--- config.mk ---
export PLATFORM = sky130hd
export DESIGN_NAME = mul_div_unit
export DESIGN_NICKNAME = d
export VERILOG_FILES = /design/src/rtl/mul_div_unit.sv
export SDC_FILE = /design/constraint.sdc
export NUM_CORES = 1
export LEC_CHECK = 0
export CORE_MARGIN = 4
export CORE_UTILIZATION = 60
export CTS_BUF_LIST = sky130_fd_sc_hd__clkbuf_16
export DETAILED_ROUTE_END_ITERATION = 10
export PLACE_DENSITY = 0.81
export RECOVER_POWER = 50
export SKIP_LAST_GASP = 1
export SYNTH_ARGS = -nofsm -noshare
export SYNTH_HDL_FRONTEND = slang
export SYNTH_SLANG_ARGS = --single-unit
--- constraint.sdc ---
create_clock -name clk -period 7.6 [get_ports clk]
set_clock_uncertainty 0.15 [all_clocks]
set_input_delay 1.14 -clock clk [delete_from_list [all_inputs] [get_ports clk]]
set_output_delay 1.14 -clock clk [all_outputs]
set_load 0.03 [all_outputs]
--- src/rtl/mul_div_unit.sv ---
// ---------------------------------------------------------------------------
// mul_div_unit
//   Multi-cycle RV32M multiply/divide unit. It latches op1/op2/funct3 on an
//   accepted start, iterates one bit per cycle, applies sign correction, and
//   presents a registered result together with a one-cycle done pulse.
//
// Ports
//   clk     : system clock, rising edge
//   rstn    : asynchronous active-low reset
//   start   : operation request, only accepted while idle
//   funct3  : 000 MUL, 001 MULH, 010 MULHSU, 011 MULHU,
//             100 DIV, 101 DIVU, 110 REM, 111 REMU
//   op1     : rs1 operand
//   op2     : operand 2
//   flush   : abort the in-flight operation (no done, result kept)
//   busy    : high while an operation is in progress
//   done    : one-cycle pulse, result valid
//   result  : registered result, changes only when done rises or on reset
// ---------------------------------------------------------------------------
module mul_div_unit #(
  parameter int XLEN = 32
) (
  input  logic            clk,
  input  logic            rstn,
  input  logic            start,
  input  logic [2:0]      funct3,
  input  logic [XLEN-1:0] op1,
  input  logic [XLEN-1:0] op2,
  input  logic            flush,
  output logic            busy,
  output logic            done,
  output logic [XLEN-1:0] result
);

  localparam int CW = $clog2(XLEN);
  localparam logic [XLEN-1:0] MINV = {1'b1, {(XLEN-1){1'b0}}};
  localparam logic [CW-1:0] LASTCOUNT = CW'(XLEN - 1);

  typedef enum logic [1:0] {
    IDLE = 2'd0,
    CALC = 2'd1,
    FIN  = 2'd2
  } state_t;

  state_t            state;
  logic [CW-1:0]     count;
  logic [2:0]        opReg;
  logic [2*XLEN-1:0] acc;
  logic [XLEN-1:0]   opB;
  logic              negRes;
  logic              negRem;
  logic              fast;
  logic [XLEN-1:0]   fastRes;

  logic              signedA;
  logic              signedB;
  logic              aNegIn;
  logic              bNegIn;
  logic [XLEN-1:0]   aMagIn;
  logic [XLEN-1:0]   bMagIn;
  logic              divZero;
  logic              divOvf;
  logic              fastIn;
  logic [XLEN-1:0]   fastResIn;

  logic [XLEN:0]     mulSum;
  logic [2*XLEN-1:0] mulNext;
  logic [XLEN:0]     divTrial;
  logic [2*XLEN-1:0] divNext;

  logic [2*XLEN-1:0] prodFix;
  logic [XLEN-1:0]   quoFix;
  logic [XLEN-1:0]   remFix;
  logic [XLEN-1:0]   finValue;

  // Operand preparation for an incoming request: decide which operands are
  // signed, take magnitudes, and detect the divide-by-zero and signed
  // overflow cases that are answered without iterating.
  always_comb begin
    signedA   = (funct3 == 3'b001) || (funct3 == 3'b010) ||
                (funct3 == 3'b100) || (funct3 == 3'b110);
    signedB   = (funct3 == 3'b001) || (funct3 == 3'b100) ||
                (funct3 == 3'b110);
    aNegIn    = signedA & op1[XLEN-1];
    bNegIn    = signedB & op2[XLEN-1];
    aMagIn    = aNegIn ? -op1 : op1;
    bMagIn    = bNegIn ? -op2 : op2;
    divZero   = (op2 == '0);
    divOvf    = !funct3[0] && (op1 == MINV) && (op2 == '1);
    fastIn    = funct3[2] && (divZero || divOvf);
    fastResIn = '0;
    if (divZero) begin
      fastResIn = funct3[1] ? op1 : '1;
    end else begin
      fastResIn = funct3[1] ? '0 : MINV;
    end
  end

  // One iteration step for each algorithm. The multiplier sits in the low
  // half of acc and shifts out as the partial product shifts in from the
  // top. For division the low half holds the dividend, which becomes the
  // quotient, and the high half accumulates the partial remainder.
  always_comb begin
    mulSum   = {1'b0, acc[2*XLEN-1:XLEN]} +
               (acc[0] ? {1'b0, opB} : {(XLEN+1){1'b0}});
    mulNext  = {mulSum, acc[XLEN-1:1]};
    divTrial = {acc[2*XLEN-1:XLEN], acc[XLEN-1]} - {1'b0, opB};
    if (!divTrial[XLEN]) begin
      divNext = {divTrial[XLEN-1:0], acc[XLEN-2:0], 1'b1};
    end else begin
      divNext = {acc[2*XLEN-2:0], 1'b0};
    end
  end

  // Sign correction and output-half selection used in FIN.
  always_comb begin
    prodFix  = negRes ? -acc : acc;
    quoFix   = negRes ? -acc[XLEN-1:0] : acc[XLEN-1:0];
    remFix   = negRem ? -acc[2*XLEN-1:XLEN] : acc[2*XLEN-1:XLEN];
    finValue = '0;
    case (opReg)
      3'b000:                 finValue = prodFix[XLEN-1:0];
      3'b001, 3'b010, 3'b011: finValue = prodFix[2*XLEN-1:XLEN];
      3'b100, 3'b101:         finValue = quoFix;
      default:                finValue = remFix;
    endcase
    if (fast) begin
      finValue = fastRes;
    end
  end

  // Control FSM with registered busy/done/result. A start coinciding with
  // done is refused so a consumer that reacts to done combinationally
  // cannot accidentally launch a second operation on the same pulse.
  always_ff @(posedge clk or negedge rstn) begin
    if (!rstn) begin
      state   <= IDLE;
      count   <= '0;
      opReg   <= '0;
      acc     <= '0;
      opB     <= '0;
      negRes  <= 1'b0;
      negRem  <= 1'b0;
      fast    <= 1'b0;
      fastRes <= '0;
      busy    <= 1'b0;
      done    <= 1'b0;
      result  <= '0;
    end else begin
      done <= 1'b0;
      case (state)
        IDLE: begin
          if (start && !flush && !done) begin
            opReg   <= funct3;
            count   <= '0;
            fast    <= fastIn;
            fastRes <= fastResIn;
            negRes  <= aNegIn ^ bNegIn;
            negRem  <= funct3[2] & aNegIn;
            if (funct3[2]) begin
              acc <= {{XLEN{1'b0}}, aMagIn};
              opB <= bMagIn;
            end else begin
              acc <= {{XLEN{1'b0}}, bMagIn};
              opB <= aMagIn;
            end
            busy  <= 1'b1;
            state <= CALC;
          end
        end
        CALC: begin
          if (flush) begin
            busy  <= 1'b0;
            state <= IDLE;
          end else if (fast) begin
            state <= FIN;
          end else begin
            acc   <= opReg[2] ? divNext : mulNext;
            count <= count + 1'b1;
            if (count == LASTCOUNT) begin
              state <= FIN;
            end
          end
        end
        FIN: begin
          if (flush) begin
            busy  <= 1'b0;
            state <= IDLE;
          end else begin
            result <= finValue;
            done   <= 1'b1;
            busy   <= 1'b0;
            state  <= IDLE;
          end
        end
        default: begin
          busy  <= 1'b0;
          state <= IDLE;
        end
      endcase
    end
  end

endmodule
==> reports/results.txt, run 1 <==
The tools report the number of rows created at floorplan as 59. For this run, the leading register cell type out of synthesis is sky130_fd_sc_hd__dfrtp_1. Biggest area consumer among synthesized cells: sky130_fd_sc_hd__dfrtp_1. The minimum clock period was 5.26 ns.

The most critical setup path has its endpoint at acc[36]. The count of buffers added on input and output ports is 104. The overall fraction of global-route tracks in use came out at 0.392. For the worst setup path, the data required time is 7.91 ns.

TritonCTS built the clock tree. The worst-case IR drop observed on VDD is 0.000191 V. For this design the top-level I/O count stands at 105. For the worst-case clock buffer depth, the log shows 2.

The post-placement worst setup slack is 2.80 ns. The worst setup path is launched from an input port. Leaving out filler cells and counting taps, the final layout contains 2426. Buffers inserted during clock tree synthesis total 17. For this design, the slowest cell found on the critical path is sky130_fd_sc_hd__clkbuf_1. The sum of buffers and inverters on the critical path was 2. The total overflow left after global routing is 0.

Based on the critical path, the design can be clocked at up to 190 MHz. The synthesized cell area was 15900 µm². The worst-case setup margin in the final layout was 2.34 ns; the post-detailed-route count of antenna-violating nets was 0. The run gives 0 as the total of warnings raised by yosys. Measured in cells, the most critical reg-to-reg path has a length of 14. Wires add up to 58500 µm. The area share of the largest cell type after synthesis was 0.275. The number of global-route vias before repair was 15100; the maximum cell stage delay along the critical path was 3.18 ns.

For the hold violation total from the final report, the log shows 0. The final reports fail on max-capacitance violations, max-slew violations. After clock tree synthesis, the flow added hold-fix buffers numbering 0. Yosys mapped a number of flops with a built-in enable equal to 0. The die span in x is 171 µm. In this run the critical register-to-register path is launched from acc[31]. The first detailed-routing pass ran for 6 iterations.

The critical path is of the in -> async type. In this run the worst hold path is classified as reg -> reg. Gates resized during post-CTS repair numbered 0.

Setup total negative slack on the finished layout was measured at 0 ns. The element type at the critical path end was an asynchronous set/reset pin. Total nets after synthesis: 2222.

Number of vias per cell: 6.79. Counting every sink on the clock net gives 175. Worst max-slew margin expressed relative to the limit: -2.11. By area the synthesized netlist is led by sky130_fd_sc_hd__dfrtp_1, sky130_fd_sc_hd__o21ai_0, sky130_fd_sc_hd__a21oi_1. The async set-reset flop share out of synthesis was 1.00.

Portion of the post-synthesis area used by sequential elements: 0.275. Post-CTS timing repair inserted 0 buffers for setup. The floorplan step set the die height to 171 µm.

At the end of routability-driven placement, the weighted congestion stood at 1.08. The tools report the number of antenna violations at the first check in global routing as 2. The post-route cell area was 17600 µm².

After the first detailed-routing iteration, the DRC count stood at 2403. The category of cells accounting for the largest share of critical-path delay was buffers and inverters. The critical path crosses 2 cells after its start point. Summed over all nets, the half-perimeter wirelength after detailed placement is 44300 µm. The ratio of cells with drive above 1 in the final layout was 0.0455. After the last flow step, the layout net total stands at 2221. After synthesis, the netlist uses 68 different library cells. The die covers 29200 µm². Data on the critical path arrives at its endpoint at 5.58 ns. First-pass GRT wire length: 88500 µm. In the synthesized netlist, the number of instances is 2078.

Power per cell area: 324 nW/µm². The growth of design area from synthesis to finish was 10.4%. Share of the clock period used by the worst path after layout: 0.692. Walking the worst path, the cells encountered are clkbuf_1 > buf_4. The reported max-cap violation count was 1. The largest fanout on the critical path came out at 85. Setup violations remaining at the end of the flow were counted as 0. The worst register-to-register path ends at acc[40]. For this run, design rule violations remaining after detail routing come to 0.

The post-detailed-route wirelength per cell works out to 24.1 µm. In this run the cell area measured after placement is 17000 µm². Clock latency on the worst-skew pair, taken at its later pin, is 0.45 ns.

Setup repair after global routing left no endpoint under its margin. The core box area was 26100 µm²; the slew at the pin closest to its max-slew limit was 4.66 ns. In this run the worst setup path begins at rstn.

Setup slack on the worst reg-to-reg path comes out at 2.70 ns. The synthesized design contains 175 register bits. The cell at the root of the clock tree was sky130_fd_sc_hd__clkbuf_16. Dividing the synthesized area by the synthesized cell count gives 7.66 µm².

The max-slew violation total from the final report was 86; the initial cell density of the core was 0.611. The flow ran to the end, but the final reports show violations. Summing over every cut layer, the via total after detailed routing is 16500. Once placement completed, the tool counted placed cells totaling 2393. The tools report the largest net degree at the start of global routing as 101.

The number of levels in the clock H-tree was 4. After clock tree synthesis, the clock-pin slew on the worst setup and hold paths is 0.08 ns. For this design the static power due to leakage is 7.46 nW. The overall power consumption is 0.00570 W.
## area by class of cell
| class | instances | area (µm²) |
|---|---|---|
| inverters | 61 | 229 |
| clock inverters | 15 | 149 |
| multi-input cells | 1694 | 10800 |
| repair buffers | 128 | 1210 |
| diodes | 1 | 2.50 |
| flip-flops and latches | 175 | 4380 |
| fillers | 2268 | 8480 |
| well taps | 335 | 419 |
| clock buffers | 17 | 425 |
## stage by stage
stage | util | hold slack, ns
6_report | 0.675 | 0.330
5_1_grt | 0.674 | 0.361
4_1_cts | 0.675 | 0.334
3_5_place_dp | 0.653 | 0.318
3_3_place_gp | 0.653 | 0.311
2_1_floorplan | - | 0.293
## routing by layer
metal,up-vias,part of all wire,track usage
li1,7445,-,-
met1,7818,0.40,0.550
met2,1040,0.43,0.574
met3,181,0.11,0.0806
met4,0,0.060,0.202
met5,-,0,0
## how the worst min path moves through the flow
stage,to,depth (start not counted),start
2_1_floorplan,fastRes[14],2,fastRes[14]
3_3_place_gp,result[12],2,result[12]
3_5_place_dp,fastRes[16],2,fastRes[16]
4_1_cts,fastRes[16],2,fastRes[16]
5_1_grt,result[7],2,result[7]
6_report,result[21],2,result[21]
## cell families (layout without fill, tap and decap cells)
logic type	count (synthesis)	count (layout)	share of synthesized area
AND/OR/NAND/NOR	684	684	0.202
AO/OA/AOI/OAI	658	658	0.253
buffers and inverters	209	221	0.0506
XOR/XNOR	195	195	0.107
flip-flops	175	175	0.275
multiplexers	84	84	0.0535
adder cells (fa/ha/maj)	73	73	0.0583
other	0	1	0
## Yosys cell counts (4+ instances only)
master,count
sky130_fd_sc_hd__o21a_1,15
sky130_fd_sc_hd__o31ai_1,51
sky130_fd_sc_hd__a221o_1,4
sky130_fd_sc_hd__buf_1,6
sky130_fd_sc_hd__mux2i_1,75
sky130_fd_sc_hd__and3_1,5
sky130_fd_sc_hd__or4_1,16
sky130_fd_sc_hd__o21bai_1,4
sky130_fd_sc_hd__nand3b_1,4
sky130_fd_sc_hd__mux2_2,9
sky130_fd_sc_hd__or3_4,4
sky130_fd_sc_hd__o22ai_1,14
sky130_fd_sc_hd__o211ai_1,16
sky130_fd_sc_hd__nand2_1,215
sky130_fd_sc_hd__o21ai_0,194
sky130_fd_sc_hd__a21o_1,33
sky130_fd_sc_hd__ha_1,71
sky130_fd_sc_hd__o41ai_1,12
sky130_fd_sc_hd__a21boi_0,4
sky130_fd_sc_hd__nor2b_1,42
sky130_fd_sc_hd__or2_2,14
sky130_fd_sc_hd__o21ai_1,5
sky130_fd_sc_hd__a221oi_1,8
sky130_fd_sc_hd__or3_1,22
sky130_fd_sc_hd__nand2b_1,17
sky130_fd_sc_hd__a31oi_1,21
sky130_fd_sc_hd__a211oi_1,16
sky130_fd_sc_hd__xnor2_1,101
sky130_fd_sc_hd__a21oi_1,189
sky130_fd_sc_hd__xor2_1,94
sky130_fd_sc_hd__o221ai_1,21
sky130_fd_sc_hd__o32ai_1,4
sky130_fd_sc_hd__a22oi_1,18
sky130_fd_sc_hd__clkbuf_1,137
sky130_fd_sc_hd__nor3_1,54
sky130_fd_sc_hd__nor4_1,14
sky130_fd_sc_hd__nand3_1,27
sky130_fd_sc_hd__nor2_1,205
sky130_fd_sc_hd__dfrtp_1,175
sky130_fd_sc_hd__a2111oi_0,6
sky130_fd_sc_hd__inv_1,59
sky130_fd_sc_hd__and2_1,10
sky130_fd_sc_hd__nand4_1,20
sky130_fd_sc_hd__a22o_1,4
## report_power, final
| part | internal [W] | total (W) | leakage, nW | switching, W |
|---|---|---|---|---|
| sequential | 0.00111 | 0.00149 | 2.27 | 0.000380 |
| clock | 0.000437 | 0.000891 | 0.281 | 0.000454 |
| combinational | 0.00130 | 0.00332 | 4.91 | 0.00202 |
| total | 0.00285 | 0.00570 | 7.46 | 0.00285 |
## layout by cell type (no fill, tap or decap), types with 51 or more instances in the layout
master,instances
sky130_fd_sc_hd__o21ai_0,194
sky130_fd_sc_hd__nand2_1,215
sky130_fd_sc_hd__o31ai_1,51
sky130_fd_sc_hd__a21oi_1,189
sky130_fd_sc_hd__dfrtp_1,174
sky130_fd_sc_hd__clkdlybuf4s50_1,89
sky130_fd_sc_hd__inv_1,59
sky130_fd_sc_hd__nor3_1,53
sky130_fd_sc_hd__xnor2_1,101
sky130_fd_sc_hd__mux2i_1,75
sky130_fd_sc_hd__ha_1,71
sky130_fd_sc_hd__xor2_1,93
sky130_fd_sc_hd__nor2_1,203
## sequential cells by signal, summed over array words and instances, names as in the netlist
register and count:
result 32, opB 32, count 5, opReg 3, fast 1, busy 1
acc 64, negRem 1, fastRes 32, done 1, negRes 1, state 2
Power figures use the tool's default switching activity.
==> run 2: changes to the inputs <==
==> constraint.sdc (replaced) <==
create_clock -name clk -period 5.25 [get_ports clk]
set_clock_uncertainty 0.15 [all_clocks]
set_input_delay 0.7875 -clock clk [delete_from_list [all_inputs] [get_ports clk]]
set_output_delay 0.7875 -clock clk [all_outputs]
set_load 0.03 [all_outputs]
==> run 2 against run 1 <==
The run still ends with max-capacitance violations, max-slew violations left. Cell count up 0.29%. Die area unchanged. Routed wire length down 2.6%. Design area up 0.34%. Worst hold slack worse by 0.0054 ns. Non-clock buffer count up 8. Combinational power up 43%. Register-to-register slack worse by 1.9 ns. Global-route usage down 1.2 points. Clock power up 44%. Sequential share of layout area down 0.085 points. Largest power group unchanged.
==> reports/results.txt, run 2 (synthesis gave the netlist of run 1 again) <==
The flow ran to the end, but the final reports show violations. The final reports fail on max-capacitance violations, max-slew violations. Across all setup checks in the final design, the least slack found is 0.831 ns. The first-pass GRT wire length came out at 85700 µm. Worst min-delay path class: reg -> reg. Prior to clock tree synthesis, the placed netlist has a worst setup slack of 0.988 ns. For the total DRC errors in the routed layout, the log shows 0. Following the worst setup path forward leads to its endpoint at acc[61]. The share of the clock period used by the worst path after layout is 0.842, and the number of detailed-routing iterations run before antenna repair is 6.

The estimated wirelength of the detail-placed design is 43200 µm, and the vertical die dimension is 171 µm. The post-detailed-route wirelength per cell came out at 23.4 µm. The initial cell density of the core was 0.611; the number of buffer cells added on primary ports was 104. The maximum cell stage delay along the critical path was 0.71 ns; the worst max-slew margin expressed relative to the limit was -0.660.

The tools report the number of gates resized after cts as 0. The ratio of cells with drive above 1 in the final layout is 0.0496. Summing all placed instances gives a cell area of 17100 µm². The endpoint of the lowest-slack register-to-register path is acc[61]. The repair_antennas step left the layout with diodes totalling 0. The static power due to leakage is 7.51 nW, and the required time reported for the critical path endpoint is 5.41 ns.

The tightest hold path in the finished design has a slack of 0.324 ns. The signal on the critical path passes through inv_1 > buf_4 > nor2_1 > ha_1 > nor2b_1 > o31a_1 > o41ai_1 > nor3_1 > nor3_1 > a21oi_1 > a211oi_1 > xnor2_1 > a22oi_1 > o221ai_1. After clock tree synthesis, the clock-pin slew on the worst setup and hold paths is 0.08 ns. The overall fraction of global-route tracks in use came out at 0.380. Clock latency on the worst-skew pair, taken at its later pin, is 0.44 ns. CTS placed an instance of sky130_fd_sc_hd__clkbuf_16 at the clock tree root. Setup repair after global routing left no endpoint under its margin. The floorplan die area was 29200 µm²; the data arrival at the endpoint of the critical path was 4.58 ns. After the first detailed-routing iteration, the DRC count stood at 2426.

In this run the remaining antenna-violating nets after routing total 0. Counting cells, the worst reg-to-reg path comes to 14. The tools report the number of antenna violations at the first check in global routing as 0. The tools report the element type at the critical path end as a flop. 105 I/O pins were placed.

Leaving out fill and tap cells, the most frequent cells in the layout are sky130_fd_sc_hd__nand2_1, sky130_fd_sc_hd__nor2_1, sky130_fd_sc_hd__o21ai_0. In this run the deepest clock path goes through 2 buffers. The run gives 56900 µm as the final routed wirelength across all metal layers. Start-to-end type of the worst setup path: reg -> reg. The post-cts hold buffer count was 0. Max-cap violations in this run came to 2. The number of clock buffers added by TritonCTS is 17. The routed layout has 16300 vias.

The fmax is 226 MHz, and the number of vias per cell is 6.71. The setup slack of the worst register-to-register path was 0.83 ns; the final net count was 2229. The largest register by flop count was acc. The tools report the startpoint kind of the worst setup timing path as a flop. TritonCTS built the clock tree. The logs give 1.05 for the weighted congestion reported at the end of routability-driven placement and 139 for the max-slew violation total from the final report. Most common cell after layout, fill and taps aside: sky130_fd_sc_hd__nand2_1.

The number of global-route vias before repair is 14700, and the growth of design area from synthesis to finish is 10.8%. The number of buffers inserted to repair setup after CTS was 0. In this run the power density over the cells is 466 nW/µm². The tools report the post-route cell area as 17600 µm².

Setup violations remaining at the end of the flow were counted as 0. The start of the worst register-to-register path was acc[0]. The launch point of the worst path is acc[0]. The floorplan has 59 rows. In this run the worst path has a maximum fanout of 19. The largest net degree at the start of global routing is 99, and the worst hold path depth is 2.

The tools report the largest voltage drop on the vdd net as 0.000270 V. The flip-flop count of the largest register, all copies and words added is 64. The region available for standard cell placement spans 26100 µm². In this run the horizontal extent of the chip is 171 µm. Hold violation total from the final report: 0. By instance count, the cell type seen most on the critical path is sky130_fd_sc_hd__nor3_1. The clock net in this run drives a total of 175 sinks. Adding up every negative setup slack in the final design gives 0 ns. The aggregate global routing overflow was 0. The cell with the largest stage delay on the worst path is sky130_fd_sc_hd__o41ai_1. Slew at the pin closest to its max-slew limit: 2.49 ns.

The H-tree was split into 4 levels. After layout, the minimum clock period comes to 4.42 ns.
run 2: final cells by class:
class / count / area [µm²]
Multi-Input combinational cell: 1694 / 10800
Clock buffer: 17 / 425
Timing Repair Buffer: 136 / 1280
Clock inverter: 15 / 140
Sequential cell: 175 / 4380
Fill cell: 2266 / 8420
Inverter: 61 / 229
Tap cell: 335 / 419
run 2: metrics by stage:
stage,std cells,utilization,power (W)
global placement,2401,0.656,0.00668
finish,2433,0.677,0.00822
detailed placement,2401,0.656,0.00677
CTS,2433,0.678,0.00806
floorplan,2078,-,0.00540
global route,2433,0.677,0.00868
run 2: how the worst min path moves through the flow:
stage / from / endpoint / slack, ns
after floorplan: fastRes[14] / fastRes[14] / 0.29
after global placement: fastRes[18] / fastRes[18] / 0.31
after detailed placement: fastRes[29] / fastRes[29] / 0.31
after CTS: rstn / fastRes[27] / 0.31
after global routing: fastRes[18] / fastRes[18] / 0.35
final: result[30] / result[30] / 0.32
run 2: layer usage:
layer | global-route usage | wire (µm) | vias to the layer above | part of all wire
li1 | - | - | 7458 | -
met4 | 0.196 | 3380 | 0 | 0.059
met5 | 0 | 0 | - | 0
met3 | 0.0922 | 6200 | 170 | 0.11
met1 | 0.531 | 23500 | 7737 | 0.41
met2 | 0.549 | 23800 | 965 | 0.42
run 2: critical path, delay by kind of cell (launching register included):
kind | cells | cell delay (ns)
XOR/XNOR | 1 | 0.11
AND/OR/NAND/NOR | 4 | 0.89
AO/OA/AOI/OAI | 6 | 1.95
adder cells (fa/ha/maj) | 1 | 0.33
flip-flops | 1 | 0.44
buffers and inverters | 2 | 0.41
run 2: report_power, final:
part,internal [W],total (W),switching [W]
Combinational,0.00191,0.00476,0.00285
Sequential,0.00161,0.00217,0.000563
Clock,0.000631,0.00128,0.000651
Total,0.00415,0.00822,0.00407
